<file path="config.mk">
export PLATFORM = sky130hd
export DESIGN_NAME = seg_display_arbiter_flat
export DESIGN_NICKNAME = d
export VERILOG_FILES = /design/src/rtl/seg_display_arbiter_if.sv /design/src/rtl/seg_display_arbiter.sv /design/src/flat_wrapper.sv
export SDC_FILE = /design/constraint.sdc
export NUM_CORES = 1
export LEC_CHECK = 0
export CAP_MARGIN = 20
export CORE_MARGIN = 10
export CORE_UTILIZATION = 56
export DETAILED_ROUTE_END_ITERATION = 10
export GPL_TIMING_DRIVEN = 0
export PLACE_DENSITY_LB_ADDON = 0.08
export SYNTH_ARGS = -nofsm -noshare
export SYNTH_HDL_FRONTEND = slang
export SYNTH_SLANG_ARGS = --single-unit
</file>
<file path="constraint.sdc">
create_clock -name clk -period 4.4 [get_ports clk]
set_input_delay 0.66 -clock clk [delete_from_list [all_inputs] [get_ports clk]]
set_output_delay 0.66 -clock clk [all_outputs]
set_load 0.05 [all_outputs]
</file>
<file path="src/rtl/seg_display_arbiter_if.sv">
// seg_display_arbiter_if
// Purpose: groups the request/data inputs and display/grant outputs of the
//          seven-segment display arbiter into one bundle.
// Signals:
//   tick          slow-divider enable, one clk wide
//   req[2:0]      client requests (0=balance, 1=PIN echo, 2=status)
//   data0..data2  four BCD nibbles per client, nibble 0 = bits[3:0]
//   gnt[2:0]      one-hot grant
//   busy          a grant is held
//   an[3:0]       active-low digit enable
//   digit[3:0]    BCD nibble for the enabled digit
//   dp            active-low decimal point
//   timeout       one-cycle pulse on a forced release
// Modports: master drives requests/data, slave is the arbiter.
interface seg_display_arbiter_if;
    logic        tick;
    logic [2:0]  req;
    logic [15:0] data0;
    logic [15:0] data1;
    logic [15:0] data2;
    logic [2:0]  gnt;
    logic        busy;
    logic [3:0]  an;
    logic [3:0]  digit;
    logic        dp;
    logic        timeout;

    modport master (
        output tick, req, data0, data1, data2,
        input  gnt, busy, an, digit, dp, timeout
    );

    modport slave (
        input  tick, req, data0, data1, data2,
        output gnt, busy, an, digit, dp, timeout
    );
endinterface

</file>
<file path="src/rtl/seg_display_arbiter.sv">
// seg_display_arbiter
// Purpose: round-robin arbiter giving one of three clients ownership of a
//          4-digit multiplexed seven-segment display. The owner's BCD data is
//          scanned out one digit per SCAN_DIV clocks. A grant is held for at
//          least MIN_HOLD ticks; with SEG_ARB_TIMEOUT_EN defined an owner is
//          forced off after MAX_HOLD ticks when another client is waiting.
// Ports:
//   clk   system clock
//   rst   synchronous active-high reset
//   bus   seg_display_arbiter_if.slave (tick, req, data0..2 in;
//         gnt, busy, an, digit, dp, timeout out)
// Parameters: SCAN_DIV, MIN_HOLD, MAX_HOLD (MAX_HOLD > MIN_HOLD).
// Optional feature macro: SEG_ARB_TIMEOUT_EN (forced release + dp marker).
//
// state | meaning
// IDLE  | no owner, arbitrate on any req
// OWNED | grant held, display shows owner's data
// GAP   | one blank cycle between owners
module seg_display_arbiter #(
    parameter int SCAN_DIV = 100000,
    parameter int MIN_HOLD = 40,
    parameter int MAX_HOLD = 200
) (
    input  logic                  clk,
    input  logic                  rst,
    seg_display_arbiter_if.slave  bus
);

    localparam int SW = (SCAN_DIV > 1) ? $clog2(SCAN_DIV) : 1;
    localparam int HW = $clog2(MAX_HOLD + 1);
    localparam logic [SW-1:0] SCAN_LAST = SW'(SCAN_DIV - 1);
    localparam logic [HW-1:0] MIN_H     = HW'(MIN_HOLD);
    localparam logic [HW-1:0] MAX_H     = HW'(MAX_HOLD);

    typedef enum logic [1:0] {S_IDLE, S_OWNED, S_GAP} state_t;

    state_t         r_state;
    logic [2:0]     r_gnt;
    logic           r_busy;
    logic [1:0]     r_owner;
    logic [1:0]     r_last;
    logic [HW-1:0]  r_hold;
    logic [SW-1:0]  r_scan;
    logic [1:0]     r_idx;
    logic [15:0]    r_disp;

    logic [1:0]     w_c0, w_c1, w_c2;
    logic [1:0]     w_win;
    logic [15:0]    w_win_data;
    logic [15:0]    w_own_data;
    logic [HW-1:0]  w_hold_inc;
    logic           w_release;
    logic           w_owned;

    // Search order starts just after the last grantee, so the previous
    // owner is always tried last.
    always_comb begin
        w_c0 = 2'd0;
        w_c1 = 2'd1;
        w_c2 = 2'd2;
        case (r_last)
            2'd0: begin w_c0 = 2'd1; w_c1 = 2'd2; w_c2 = 2'd0; end
            2'd1: begin w_c0 = 2'd2; w_c1 = 2'd0; w_c2 = 2'd1; end
            default: begin w_c0 = 2'd0; w_c1 = 2'd1; w_c2 = 2'd2; end
        endcase
        if (bus.req[w_c0])
            w_win = w_c0;
        else if (bus.req[w_c1])
            w_win = w_c1;
        else
            w_win = w_c2;
    end

    always_comb begin
        case (w_win)
            2'd0:    w_win_data = bus.data0;
            2'd1:    w_win_data = bus.data1;
            default: w_win_data = bus.data2;
        endcase
        case (r_owner)
            2'd0:    w_own_data = bus.data0;
            2'd1:    w_own_data = bus.data1;
            default: w_own_data = bus.data2;
        endcase
    end

    // Release is judged on the post-tick count so a tick and a req drop in
    // the same cycle release together.
    assign w_hold_inc = (bus.tick && (r_hold != MAX_H)) ? r_hold + 1'b1 : r_hold;
    assign w_release  = !bus.req[r_owner] && (w_hold_inc >= MIN_H);
    assign w_owned    = (r_state == S_OWNED);

`ifdef SEG_ARB_TIMEOUT_EN
    logic r_timeout;
    logic r_forced_prev;   // last release was forced
    logic r_forced_own;    // current owner was granted right after a forced release
    logic w_force;

    // r_gnt is the owner's one-hot while OWNED, so this masks out the owner.
    assign w_force = !w_release && (w_hold_inc == MAX_H) && (|(bus.req & ~r_gnt));
`endif

    always_ff @(posedge clk) begin
        if (rst) begin
            r_state <= S_IDLE;
            r_gnt   <= 3'b000;
            r_busy  <= 1'b0;
            r_owner <= 2'd0;
            r_last  <= 2'd2;
            r_hold  <= '0;
            r_scan  <= '0;
            r_idx   <= 2'd0;
            r_disp  <= 16'h0000;
`ifdef SEG_ARB_TIMEOUT_EN
            r_timeout     <= 1'b0;
            r_forced_prev <= 1'b0;
            r_forced_own  <= 1'b0;
`endif
        end else begin
            if (r_scan == SCAN_LAST) begin
                r_scan <= '0;
                r_idx  <= r_idx + 2'd1;
            end else begin
                r_scan <= r_scan + 1'b1;
            end
`ifdef SEG_ARB_TIMEOUT_EN
            r_timeout <= 1'b0;
`endif
            case (r_state)
                S_IDLE: begin
                    if (|bus.req) begin
                        r_state <= S_OWNED;
                        r_gnt   <= 3'b001 << w_win;
                        r_busy  <= 1'b1;
                        r_owner <= w_win;
                        r_last  <= w_win;
                        r_hold  <= '0;
                        r_disp  <= w_win_data;
`ifdef SEG_ARB_TIMEOUT_EN
                        r_forced_own <= r_forced_prev;
`endif
                    end
                end
                S_OWNED: begin
                    r_disp <= w_own_data;
                    r_hold <= w_hold_inc;
                    if (w_release) begin
                        r_state <= S_GAP;
                        r_gnt   <= 3'b000;
                        r_busy  <= 1'b0;
`ifdef SEG_ARB_TIMEOUT_EN
                        r_forced_prev <= 1'b0;
                    end else if (w_force) begin
                        r_state       <= S_GAP;
                        r_gnt         <= 3'b000;
                        r_busy        <= 1'b0;
                        r_timeout     <= 1'b1;
                        r_forced_prev <= 1'b1;
`endif
                    end
                end
                default: begin
                    r_state <= S_IDLE;
                end
            endcase
        end
    end

    assign bus.gnt   = r_gnt;
    assign bus.busy  = r_busy;
    assign bus.an    = w_owned ? ~(4'b0001 << r_idx) : 4'b1111;
    assign bus.digit = w_owned ? r_disp[{r_idx, 2'b00} +: 4] : 4'h0;

`ifdef SEG_ARB_TIMEOUT_EN
    assign bus.dp      = !(w_owned && r_forced_own && (r_idx == 2'd3));
    assign bus.timeout = r_timeout;
`else
    assign bus.dp      = 1'b1;
    assign bus.timeout = 1'b0;
`endif

endmodule

</file>
<file path="src/flat_wrapper.sv">
// flat-port wrapper written by rule: the top's interface ports become plain ports
module seg_display_arbiter_flat 
#(
    parameter int SCAN_DIV = 100000,
    parameter int MIN_HOLD = 40,
    parameter int MAX_HOLD = 200
)
  (clk, rst, bus_tick, bus_req, bus_data0, bus_data1, bus_data2, bus_gnt, bus_busy, bus_an, bus_digit, bus_dp, bus_timeout);
  seg_display_arbiter_if bus_i ();
  input  logic clk;
  input  logic rst;
  input wire logic [$bits(bus_i.tick)-1:0] bus_tick;
  input wire logic [$bits(bus_i.req)-1:0] bus_req;
  input wire logic [$bits(bus_i.data0)-1:0] bus_data0;
  input wire logic [$bits(bus_i.data1)-1:0] bus_data1;
  input wire logic [$bits(bus_i.data2)-1:0] bus_data2;
  output wire logic [$bits(bus_i.gnt)-1:0] bus_gnt;
  output wire logic [$bits(bus_i.busy)-1:0] bus_busy;
  output wire logic [$bits(bus_i.an)-1:0] bus_an;
  output wire logic [$bits(bus_i.digit)-1:0] bus_digit;
  output wire logic [$bits(bus_i.dp)-1:0] bus_dp;
  output wire logic [$bits(bus_i.timeout)-1:0] bus_timeout;
  assign bus_i.tick = bus_tick;
  assign bus_i.req = bus_req;
  assign bus_i.data0 = bus_data0;
  assign bus_i.data1 = bus_data1;
  assign bus_i.data2 = bus_data2;
  assign bus_gnt = bus_i.gnt;
  assign bus_busy = bus_i.busy;
  assign bus_an = bus_i.an;
  assign bus_digit = bus_i.digit;
  assign bus_dp = bus_i.dp;
  assign bus_timeout = bus_i.timeout;
  seg_display_arbiter #(.SCAN_DIV(SCAN_DIV), .MIN_HOLD(MIN_HOLD), .MAX_HOLD(MAX_HOLD)) u_core (.clk(clk), .rst(rst), .bus(bus_i));
endmodule
</file>
==> results.cfg <==
[final_layout]
fin_nets = 516
drive_above_1_share = 0.125
n_antenna_cell = 0
syn2layout_area_growth_pct = 26.0
fill_cells = 434
design_area_um2 = 4180

[synthesis]
synth_top_area_cell = dfxtp_1
synth_area_um2 = 3320
synth_edf_count = 0
synth_most_common_cell = dfxtp_1
synthArstFlopShare = 0
synth_top_area_share = 0.313
avgSynthCellArea_um2 = 8.67
synth-main-ff-cell = dfxtp_1
ys_ff_latch = 52
synth_common_cells = dfxtp_1, nand2_1, nor2_1
synth_area_leaders = dfxtp_1, mux2i_1, mux2_2, a221o_1, a32o_1
yosys_warnings = 0
synth_nets = 444
synth.yosys.seq_area_share = 0.313
ys_types = 58
synth_cells = 383

[routing]
wl_per_cell_um = 16.5
vias = 3153
ant_nets = 0
drc = 0
dr.first_iter.drc_count = 102
first_pass_iters = 4
routed_wl_um = 8700
viasPerCell = 5.97

[timing]
setup_slack_ns = 1.25
finalHoldViolations = 0
skew_ns = 0.0107
fin_tns_setup_ns = 0
slew_viol_final = 0
worst_pin_slew_ns = 0.868
relSlewSlack = 0.415
fin_crit_ns = 3.15
rsz0062_at_grt = false
post-route-period-util = 0.715
clock.fmax_mhz = 318
setup_viol = 0

[clocking]
cts_buffers = 5
cts.reportedPaths.clkPinSlew_ns = 0.09
clock_sinks = 52
cts_setup_buffers = 0
post_cts_resized = 0
clock_path_buffers = 2
ctsHoldBuffers = 0
clk_latency_ns = 0.32
htree_levels = 2
cts_tree = yes
clockRootBuffer = clkbuf_8

[die]
start_util = 0.589
die-area_um2 = 9410
die_y_um = 97.0
row_count = 27
core_region_area_um2 = 5640
boundaryPins = 68
dieWidth_um = 97.0

[global_route]
grt_pass1_wl_um = 14500
antenna_found_initial = 0
grt_max_degree = 17
grt_pass1_vias = 3145
grt_overflow_total = 0
grt_use_total = 0.178

[critical_path]
critPathCaptureType = output port
path_max_fanout = 6
cp_data_arrival_time_ns = 2.49
crit_buf_inv = 2
cp-start-kind = register
path_depth = 4
worstPathRequired_ns = 3.74
slowest_stage = clkdlybuf4s50_1
cpLargestDelayFamily = buffers and inverters
critPathMaxStageDelay_ns = 0.71
path_cells = clkbuf_1 -> mux4_2 -> and2_1 -> clkdlybuf4s50_1
reg2reg_depth = 4
criticalPathCategory = reg -> out

[min_path]
hold_class = reg -> reg
min_path_cells = 1

[run_status]
status = complete, no violations

[pwr]
peakVddDrop_mv = 0.160
p_leak_uw = 0.00155
powerDensity_nw_per_um2 = 286

[place]
hpwl_um = 6650
io_buffer_count = 65
placed_area_um2 = 4060
preCtsSetupSlack_ns = 1.59
place.gp.congestion = 0.867

[flow_run]
drv_cap = 0
[routing by layer]
layer,up-vias,share of wire,GRT usage
li1,1543,-,-
met1,1513,0.42,0.205
met2,88,0.50,0.306
met3,9,0.069,0.0518
met4,0,0.012,0.0552
met5,-,0,0
[logic make-up after synthesis]
group,Yosys count,share of synthesized area
AO/OA/AOI/OAI,83,0.200
XOR/XNOR,16,0.0422
adder cells (fa/ha/maj),7,0.0264
buffers and inverters,50,0.0701
flip-flops,52,0.313
multiplexers,39,0.139
other,2,0.00226
AND/OR/NAND/NOR,134,0.207
[final cells by class]
| cell class | instances | area, µm² | share of cell area |
|---|---|---|---|
| multi-input combinational | 281 | 2050 | 0.490 |
| timing repair buffer | 65 | 651 | 0.156 |
| tap | 72 | 90.1 | 0.0215 |
| inverter | 25 | 93.8 | 0.0224 |
| buffer | 25 | 139 | 0.0332 |
| sequential | 52 | 1040 | 0.249 |
| clock buffer | 6 | 82.6 | 0.0197 |
| clock inverter | 2 | 38.8 | 0.00927 |
[layout by cell type (no fill, tap or decap), drive strengths merged, types with 6 or more instances in the layout]
master,synthesis,layout
a21oi,9,9
nand3,9,9
ha,7,7
dfxtp,52,52
xor2,8,8
nor2,36,36
a32o,16,16
xnor2,8,8
clkbuf,10,16
mux2,17,17
inv,25,25
nand2,37,37
and4,6,6
or3,7,7
buf,15,15
mux2i,18,18
clkdlybuf4s50,0,65
nand4,7,7
a221o,16,16
o21ai,24,24
[sequential cells by signal (all words and copies together), names as in the netlist]
| register | count |
|---|---|
| u_core.r_owner | 1 |
| u_core.r_state | 2 |
| u_core.r_disp | 16 |
| u_core.bus.gnt | 3 |
| u_core.r_last | 2 |
| u_core.r_hold | 8 |
| u_core.bus.busy | 1 |
| u_core.r_scan | 17 |
| u_core.r_idx | 2 |
[through the flow]
stage | hold slack [ns] | util | total power [µW] | instances
final | 0.481 | 0.742 | 1200 | 528
after global routing | 0.498 | 0.742 | 1250 | 528
after detailed placement | 0.454 | 0.720 | 854 | 520
after CTS | 0.480 | 0.742 | 1200 | 528
after floorplan | 0.437 | - | 733 | 383
after global placement | 0.446 | 0.720 | 847 | 520
[where the power goes]
group,leakage [µW],total [µW],switching (µW),internal [µW]
Clock,0.0000614,353,167,186
Sequential,0.000425,524,22.4,501
Combinational,0.00107,322,165,157
[worst reg2reg max path: stages (launching register included)]
cell     delay, ns
dfxtp_1       0.36
o41ai_2       0.83
buf_2         0.38
a221o_1       0.19
a32o_1        0.15
[path summary, 6_finish.rpt]
path                      from                 to  slack (ns)
max            u_core.r_idx[0]       bus_digit[1]        1.25
min          u_core.r_disp[14]  u_core.r_disp[14]        0.48
max reg2reg   u_core.r_last[1]  u_core.r_disp[14]        2.43
min reg2reg  u_core.r_disp[14]  u_core.r_disp[14]        0.48
Power figures use the tool's default switching activity.
